--- config.mk ---
export PLATFORM = sky130hd
export DESIGN_NAME = stack_out_port
export DESIGN_NICKNAME = d
export VERILOG_FILES = /design/src/rtl/stack_io_pkg.sv /design/src/rtl/stack_out_port.sv
export SDC_FILE = /design/constraint.sdc
export NUM_CORES = 1
export LEC_CHECK = 0
export CORE_ASPECT_RATIO = 0.6
export CORE_MARGIN = 5
export CORE_UTILIZATION = 45
export CTS_CLUSTER_SIZE = 28
export DETAILED_ROUTE_END_ITERATION = 8
export DONT_BUFFER_PORTS = 1
export PLACE_DENSITY_LB_ADDON = 0.15
export SLEW_MARGIN = 0
export SYNTH_ARGS = -nofsm -noshare
export SYNTH_HDL_FRONTEND = slang
export SYNTH_SLANG_ARGS = --single-unit
--- constraint.sdc ---
create_clock -name CLK -period 3 [get_ports CLK]
set_clock_uncertainty 0.2 [all_clocks]
set_input_delay 0.6 -clock CLK [delete_from_list [all_inputs] [get_ports CLK]]
set_output_delay 0.6 -clock CLK [all_outputs]
set_load 0.01 [all_outputs]
--- src/rtl/stack_io_pkg.sv ---
// stack_io_pkg: word width and word type shared by the stack processor I/O ports
package stack_io_pkg;
  localparam int WORD_W = 16;
  typedef logic [WORD_W-1:0] word_t;
endpackage

--- src/rtl/stack_out_port.sv ---
// stack_out_port: OUT-instruction transmit FIFO with valid/ready drain and sticky overflow
module stack_out_port
  import stack_io_pkg::*;
#(
  parameter int WIDTH = WORD_W,
  parameter int DEPTH = 4
) (
  input  logic                     CLK,
  input  logic                     reset,
  input  logic                     wr_en,
  input  logic [WIDTH-1:0]         wr_data,
  output logic                     full,
  output logic [WIDTH-1:0]         out_data,
  output logic                     out_valid,
  input  logic                     out_ready,
  output logic [$clog2(DEPTH):0]   count,
  output logic                     overflow,
  input  logic                     clr_ovf
);
  localparam int AW = $clog2(DEPTH);
  localparam int CW = AW + 1;
  logic [WIDTH-1:0] mem_q [DEPTH];
  logic [AW-1:0] wr_ptr_q, wr_ptr_d, rd_ptr_q, rd_ptr_d;
  logic [CW-1:0] count_q, count_d;
  logic ovf_q, ovf_d;
  logic push, pop, drop;
  assign full = count_q == CW'(DEPTH);
  assign out_valid = count_q != '0;
  assign out_data = mem_q[rd_ptr_q];
  assign count = count_q;
  assign overflow = ovf_q;
  // a full FIFO still accepts a write when the head leaves in the same cycle
  always_comb begin
    pop = out_valid & out_ready;
    push = wr_en & (~full | pop);
    drop = wr_en & full & ~pop;
    wr_ptr_d = push ? wr_ptr_q + 1'b1 : wr_ptr_q;
    rd_ptr_d = pop ? rd_ptr_q + 1'b1 : rd_ptr_q;
    count_d = count_q + CW'(push) - CW'(pop);
    ovf_d = drop | (ovf_q & ~clr_ovf);
  end
  // storage is never cleared; stale entries are masked by count
  always_ff @(posedge CLK) begin
    if (push) mem_q[wr_ptr_q] <= wr_data;
  end
  // pointer, occupancy and overflow state
  always_ff @(posedge CLK) begin
    if (reset) begin
      wr_ptr_q <= '0;
      rd_ptr_q <= '0;
      count_q <= '0;
      ovf_q <= 1'b0;
    end else begin
      wr_ptr_q <= wr_ptr_d;
      rd_ptr_q <= rd_ptr_d;
      count_q <= count_d;
      ovf_q <= ovf_d;
    end
  end
endmodule

==> impl_results.md, run 1 <==
- Status: completed
- Setup-failing EPs final: 0
- Hold buffer count at CTS: 0
- Synthesis Warnings: 0
- Post-CTS setup buffer count: 0
- Die area: slightly above 0.008 mm^2
- GR Util met2: roughly 20%
- Max Fclk: 412 MHz
- RSZ-0062 raised after global routing: no
- Number of I/O port buffers: 0
- Antenna Cells: 0
- Die height: 71.7 um
- Area of the core: 0.00614 mm^2
- Cell variety after synth: 27
- Cts bufs inserted: 9
- Drt wl/cell: 19.4 um
- Initial antenna violation count: 0
- # rows: 22
- First-pass GRT wire length: between 7000 and 8000 um
- Slowest Stage Delay on Critical Path: 590 ps
- Area growth from synthesis to layout: 11.4%
- DR vias: between 1000 and 1500
- Root buffer cell: clkbuf_8
- Syn avg cell area: 21.0 um^2
- Worst slew pin tran: 474 ps
- Clk sinks: 74
- Pre-CTS setup slack: around 570 ps
- CP startpoint kind: flop
- Max_slew headroom: 68.1%
- First drt pass iteration count: 4
- Leak: ~1.0 nW
- Post-Syn Area: 0.00285 mm^2
- Fin worst setup slack: 575 ps
- Fin. max-slew vios: 0
- DRC viols: 0
- Top-area cell type share of the netlist area: approximately two thirds
- Via density: 5.32
- Power Total: about 0.0027 W
- # resized after CTS: 0
- VDD IR-drop max: 0.324 mV
- GRT overflow: 0
- Met1 usage: 13.2%
- #FFs+latches synth: 74
- Busiest metal layer after global routing: met2
- Reg clk slew, reported paths: 70 ps
- Syn nets: 163
- Tmin final: around 2400 ps
- Setup Total Neg Slack: 0 ps
- Ratio of cells with drive above 1 in the final layout: 24.0%
- Seq/Total Area, Yosys: 74.4%
- GR Layer Usage met3: under 10%
- Synth area leader: edfxtp_1
- Largest net degree at the start of global routing: 17
- Cell family with most CP delay: simple AND/OR/NAND/NOR gates
- I/O pins: 43
- Routability cong.: around 0.67
- GR Util All Layers: 12.6%
- Crit path max-delay cell type: dfxtp_1
- Worst setup EP type: flop
- Placed Area: 0.00297 mm^2
- Top cells by area, synth: edfxtp_1, mux4_2, dfxtp_1, mux4_1, ha_1
- Main synth FF type: edfxtp_1
- Post-synth top cells: edfxtp_1, mux4_2, dfxtp_1
- Post-route insts no fill: 238
- Starting DRT DRC Count: 48
- Max-cap violation count: 0
- Worst-Skew Late Latency: 330 ps
- H-tree Lvls: 3
- Max clock buf depth: 2
- CP max FO: 8
- Most common cell in the netlist: edfxtp_1
- Final antenna-violating net count: 0
- Final Hold Fails: 0
- Worst path cell trace: nor4b_4 -> nor2b_2 -> a21o_1 -> ha_1 -> inv_1 -> fa_1 -> xor2_1 -> and2_1 -> nor3_1
- Wire length after detailed routing: between 4000 and 5000 um
- Post-Layout Inst Area: 0.00318 mm^2
- Worst min path class: in2reg
- Post-route clock period utilization: 80.8%
- CTS tree: done
- Arr. time, crit path: 2490 ps
- Worst EP required: 3060 ps
- DIE WIDTH: 113 um
- Vias in the first global route: 1341
- Detailed Place HPWL: 3060 um
- Post-Syn Instances: 136
- Crit path kind: reg2reg
- FILL cells: 484
- Crit path buf inv count: 1
- # nets final: 176
- Post-synth EDFFs: 64
- Post-placement cell count: roughly 220
- Power Dens Cells: 845 mW/mm^2
- Starting density of the core: 46.5%
- Ys async rst share: 0%
[layout make-up]
cell class / instances / area [um^2] / area share, %
Sequential cell: 74 / 2120 / 66.8
Multi-Input combinational cell: 54 / 676 / 21.3
Clock buffer: 11 / 131 / 4.13
Tap cell: 84 / 105 / 3.31
Clock inverter: 5 / 80.1 / 2.52
Timing Repair Buffer: 7 / 52.6 / 1.65
Inverter: 3 / 11.3 / 0.354
[state kept, by name, indices dropped and copies added, names as in the netlist, named ones only]
name / flops
mem_q: 64
count: 3
rd_ptr_q: 2
wr_ptr_q: 2
overflow: 1
[kinds of logic (layout without fill, tap and decap cells)]
| group | Yosys count | count (layout) | share of synthesized area (%) |
|---|---|---|---|
| buffers and inverters | 8 | 26 | 1.97 |
| multiplexers | 18 | 18 | 13.9 |
| AO/OA/AOI/OAI | 4 | 4 | 1.01 |
| AND/OR/NAND/NOR | 23 | 23 | 4.95 |
| adder cells (fa/ha/maj) | 6 | 6 | 2.89 |
| XOR/XNOR | 3 | 3 | 0.921 |
| flip-flops | 74 | 74 | 74.4 |
[per-layer routing]
metal  vias to the layer above  wire length [um]
met5                         -                 0
met4                         0                89
met3                         8               462
met2                        44              2290
met1                       652              1770
li1                        561                 -
[final timing paths]
path                            slack [ps]         from  cells after the start           to
worst max-delay path                   580     count[1]                      9     count[2]
worst min-delay path                   120        reset                      1     count[1]
worst max register to register         580     count[1]                      9     count[2]
worst min register to register         320  wr_ptr_q[1]                      2  wr_ptr_q[1]
[through the flow]
stage / utilization, % / hold WS [ps]
after floorplan: - / 282
after global placement: 48.3 / 299
after detailed placement: 48.3 / 310
after CTS: 51.8 / 100
after global routing: 51.8 / 92.5
final: 51.8 / 123
[placed cells by master, fill, tap and decap left out, types with 2 or more instances in the layout]
cell type	count
xor2_1	3
edfxtp_1	64
clkbuf_1	2
nor2_1	9
and2_1	5
ha_1	5
dfxtp_1	10
mux4_1	3
nand2b_1	2
mux4_2	13
clkbuf_8	9
clkinvlp_4	2
inv_1	3
bufinv_16	2
buf_4	7
nor2b_1	2
[power by group]
part / leakage, nW / switching, W / internal [W]
Combinational: 0.279 / 0.000300 / 0.000264
Clock: 0.0995 / 0.000334 / 0.000467
Sequential: 0.669 / 0.0000818 / 0.00124
Total: 1.05 / 0.000716 / 0.00197
(Power assumes the default switching activity.)
==> inputs of run 2 (changes only) <==
--- a/config.mk
+++ b/config.mk
@@ -5,6 +5,7 @@
 export SDC_FILE = /design/constraint.sdc
 export NUM_CORES = 1
 export LEC_CHECK = 0
+export ABC_AREA = 1
 export CORE_ASPECT_RATIO = 0.6
 export CORE_MARGIN = 5
 export CORE_UTILIZATION = 45
==> constraint.sdc (replaced) <==
create_clock -name CLK -period 2.05 [get_ports CLK]
set_clock_uncertainty 0.2 [all_clocks]
set_input_delay 0.41 -clock CLK [delete_from_list [all_inputs] [get_ports CLK]]
set_output_delay 0.41 -clock CLK [all_outputs]
set_load 0.01 [all_outputs]
==> run 2 against run 1 <==
Against the previous run:
- synthesized cell count increased by 70%
- combinational power increased by 83%
- register-to-register slack got worse by 440 ps
- global-route usage increased by 2.0 points
- first-iteration DRC count increased to 2.8 times the previous value
- clock power increased by 65%
- sequential share of layout area decreased by 6.1 points
- routed wire length increased by 22%
- sequential cell count unchanged
- count of clock-buffer cells in the layout unchanged
- design area increased by 10%
- largest power group unchanged
==> impl_results.md, run 2 <==
- Status: completed
- Post-Layout Inst Area: 0.00350 mm^2 (+10%)
- Final antenna-violating net count: 0 (unchanged)
- Main synth FF type: edfxtp_1
- H-tree Lvls: 3 (unchanged)
- Final Core Density: 56.5% (+4.8 points)
- RSZ-0062 raised after global routing: no
- Worst min path class: in2reg
- Reg clk slew, reported paths: 70 ps (about the same)
- Syn nets: 258 (+58%)
- Post-Syn Instances: 231 (+70%)
- Setup-failing EPs final: 0 (unchanged)
- Post-synth top cells: edfxtp_1, nor2_1, o21ai_1
- Most common cell in the netlist: edfxtp_1
- Critical Path Sink: out_data[15]
- # nets final: 291 (+65%)
- Power share of the clock group: 31.2% (+1.4 points)
- VDD IR-drop max: 0.587 mV (+81%)
- Detailed Place HPWL: 3590 um (+17%)
- Worst EP required: 1440 ps (-1620 ps)
- Synthesis Warnings: 0 (unchanged)
- Max Fclk: 512 MHz
- Cts bufs inserted: 9 (unchanged)
- CTS tree: done
- Clk sinks: 74 (unchanged)
- #FFs+latches synth: 74 (unchanged)
- Antenna Cells: 0 (unchanged)
- Max-cap violation count: 0 (unchanged)
- Vias in the first global route: 1717 (+28%)
- CP startpoint kind: flop
- Area growth from synthesis to layout: 20.5%
- Max reg flops: 64 (unchanged)
- Root buffer cell: clkbuf_8
- Worst-Skew Late Latency: 340 ps (about the same)
- First-pass GRT wire length: 8920 um (+23%)
- Synth area leader: edfxtp_1
- Final Hold Fails: 0 (unchanged)
- Switch share: 29.9% (+3.2 points)
- Routability cong.: 0.785 (+18%)
- Die area: 0.00822 mm^2 (+1.6%)
- Worst Reg-to-Reg Cells: 10 (+1)
- Top cells by area, synth: edfxtp_1, dfxtp_1, nor2_1, o21ai_1, o22ai_1
- Wire length after detailed routing: 5610 um (+22%)
- Post-CTS setup buffer count: 0 (unchanged)
- Syn avg cell area: 12.6 um^2 (-40%)
- Flop pwr share: 44.3% (-4.9 points)
- # rows: 22 (unchanged)
- Reg-to-Reg End: count[2]
- Worst R2R Setup Slack: 140 ps (-440 ps)
- Starting DRT DRC Count: 136 (+180%)
- Largest net degree at the start of global routing: 19 (+2)
- Max_slew headroom: 76.3% (+8.2 points)
- DIE WIDTH: 114 um (+0.82%)
- CP max FO: 14 (+6)
- Post-route clock period utilization: 95.3%
- GRT overflow: 0 (unchanged)
- FF-to-FF Start: count[2]
- Via density: 4.87 (-8.4%)
- First drt pass iteration count: 4 (unchanged)
- Commonest non-fill, non-tap cell in the layout: edfxtp_1
- Most frequent cells in the layout: edfxtp_1, nor2_1, o21ai_1
- Comb power frac: 24.5% (+3.5 points)
- Ratio of cells with drive above 1 in the final layout: 14.9% (-9.2 points)
- Max clock buf depth: 2 (unchanged)
- Cell variety after synth: 21 (-22%)
- Worst setup EP type: output port
- Die height: 72.2 um (+0.77%)
- Starting density of the core: 46.9% (+0.41 points)
- Power Dens Cells: 1210 mW/mm^2 (+43%)
- Fin Hold WS: 33.6 ps (-89.5 ps)
- GR Util All Layers: 14.6% (+2.0 points)
- Largest Register: mem_q
- FILL cells: 527 (+8.9%)
- Tmin final: 1950 ps
- Internal Power: 0.00296 W (+50%)
- Top-area cell type share of the netlist area: 66.1% (-1.2 points)
- Crit path kind: reg2out
- Post-Syn Area: 0.00291 mm^2 (+1.8%)
- Arr. time, crit path: 1340 ps (-1150 ps)
- Hold_sp: clr_ovf
- Post-synth EDFFs: 64 (unchanged)
- Drt wl/cell: 15.9 um (-18%)
- Fin. max-slew vios: 0 (unchanged)
- Leak: 1.27 nW (+21%)
- Psw: 0.00126 W (+76%)
- Ys async rst share: 0% (unchanged)
- Area of the core: 0.00619 mm^2 (+0.90%)
- Initial antenna violation count: 0 (unchanged)
- Worst slew pin tran: 361 ps (-113 ps)
- DR vias: 1719 (+36%)
- Number of I/O port buffers: 0 (unchanged)
- DRC viols: 0 (unchanged)
- I/O pins: 43 (unchanged)
- Placed Area: 0.00307 mm^2 (+3.5%)
- Seq/Total Area, Yosys: 73.0% (-1.3 points)
run 2: cell count changes after synthesis, sizes merged, moves of 16 or more:
| cell | change |
|---|---|
| o22ai | +16 |
| inv | +16 |
| mux4 | -16 |
| nor2 | +35 |
| o21ai | +32 |
| nand2 | +17 |
run 2: kinds of logic (layout without fill, tap and decap cells):
logic type	count (synthesis)	after routing	synth area share (%)
flip-flops	74	74	73.0
AND/OR/NAND/NOR	69	69	10.1
AO/OA/AOI/OAI	54	54	9.99
buffers and inverters	28	66	4.05
adder cells (fa/ha/maj)	6	6	2.84
run 2: critical path, cell delays in order, from the launching register on:
cell and delay [ps]:
dfxtp_2 380, buf_4 220, o21ai_1 90, o22ai_1 320
run 2: power by group through the flow:
stage,logic (W),registers (W),clock network (W)
CTS,0.00103,0.00187,0.00136
global route,0.00116,0.00189,0.00141
floorplan,0.000688,0.00192,0
finish,0.00103,0.00187,0.00132
detailed placement,0.000981,0.00190,0
global placement,0.000976,0.00190,0
run 2: metrics by stage:
step	power (W)	setup TNS, ps	setup slack, ps	cells
2_1_floorplan	0.00261	-833	-13.0	231
3_3_place_gp	0.00288	0	178	320
3_5_place_dp	0.00288	0	140	320
4_1_cts	0.00426	0	4.79	353
5_1_grt	0.00446	0	1.68	353
6_report	0.00422	0	96.9	353
run 2: timing repair:
action                                 4_1_cts  5_1_grt
setup endpoints to repair                    1       16
hold buffers                                17        0
resized for setup                            1        5
gates cloned                                 0        0
endpoints found under the hold margin       71        0
pin swaps                                    0        0
run 2: area by class of cell:
class                   count  area [um^2]  area share (%)
clock inverters             5          104            2.97
well taps                  84          105            3.00
repair buffers             31          275            7.86
clock buffers              11          131            3.75
inverters                  19         71.3            2.04
flip-flops and latches     74         2120            60.7
multi-input cells         129          691            19.7
run 2: how the worst min path moves through the flow:
stage / endpoint / slack, ps / cells after the start
after floorplan: flop / 260 / 2
after global placement: count[1] / 280 / 1
after detailed placement: count[1] / 280 / 1
after CTS: overflow / 7 / 3
after global routing: count[2] / 30 / 3
final: overflow / 30 / 3
run 2: metal layers:
layer | GRT usage (%) | routed length [um] | up-vias
met3 | 7.67 | 487 | 2
met5 | 0 | 0 | -
li1 | - | - | 884
met2 | 21.7 | 2400 | 51
met4 | 4.93 | 27 | 0
met1 | 18.6 | 2690 | 782
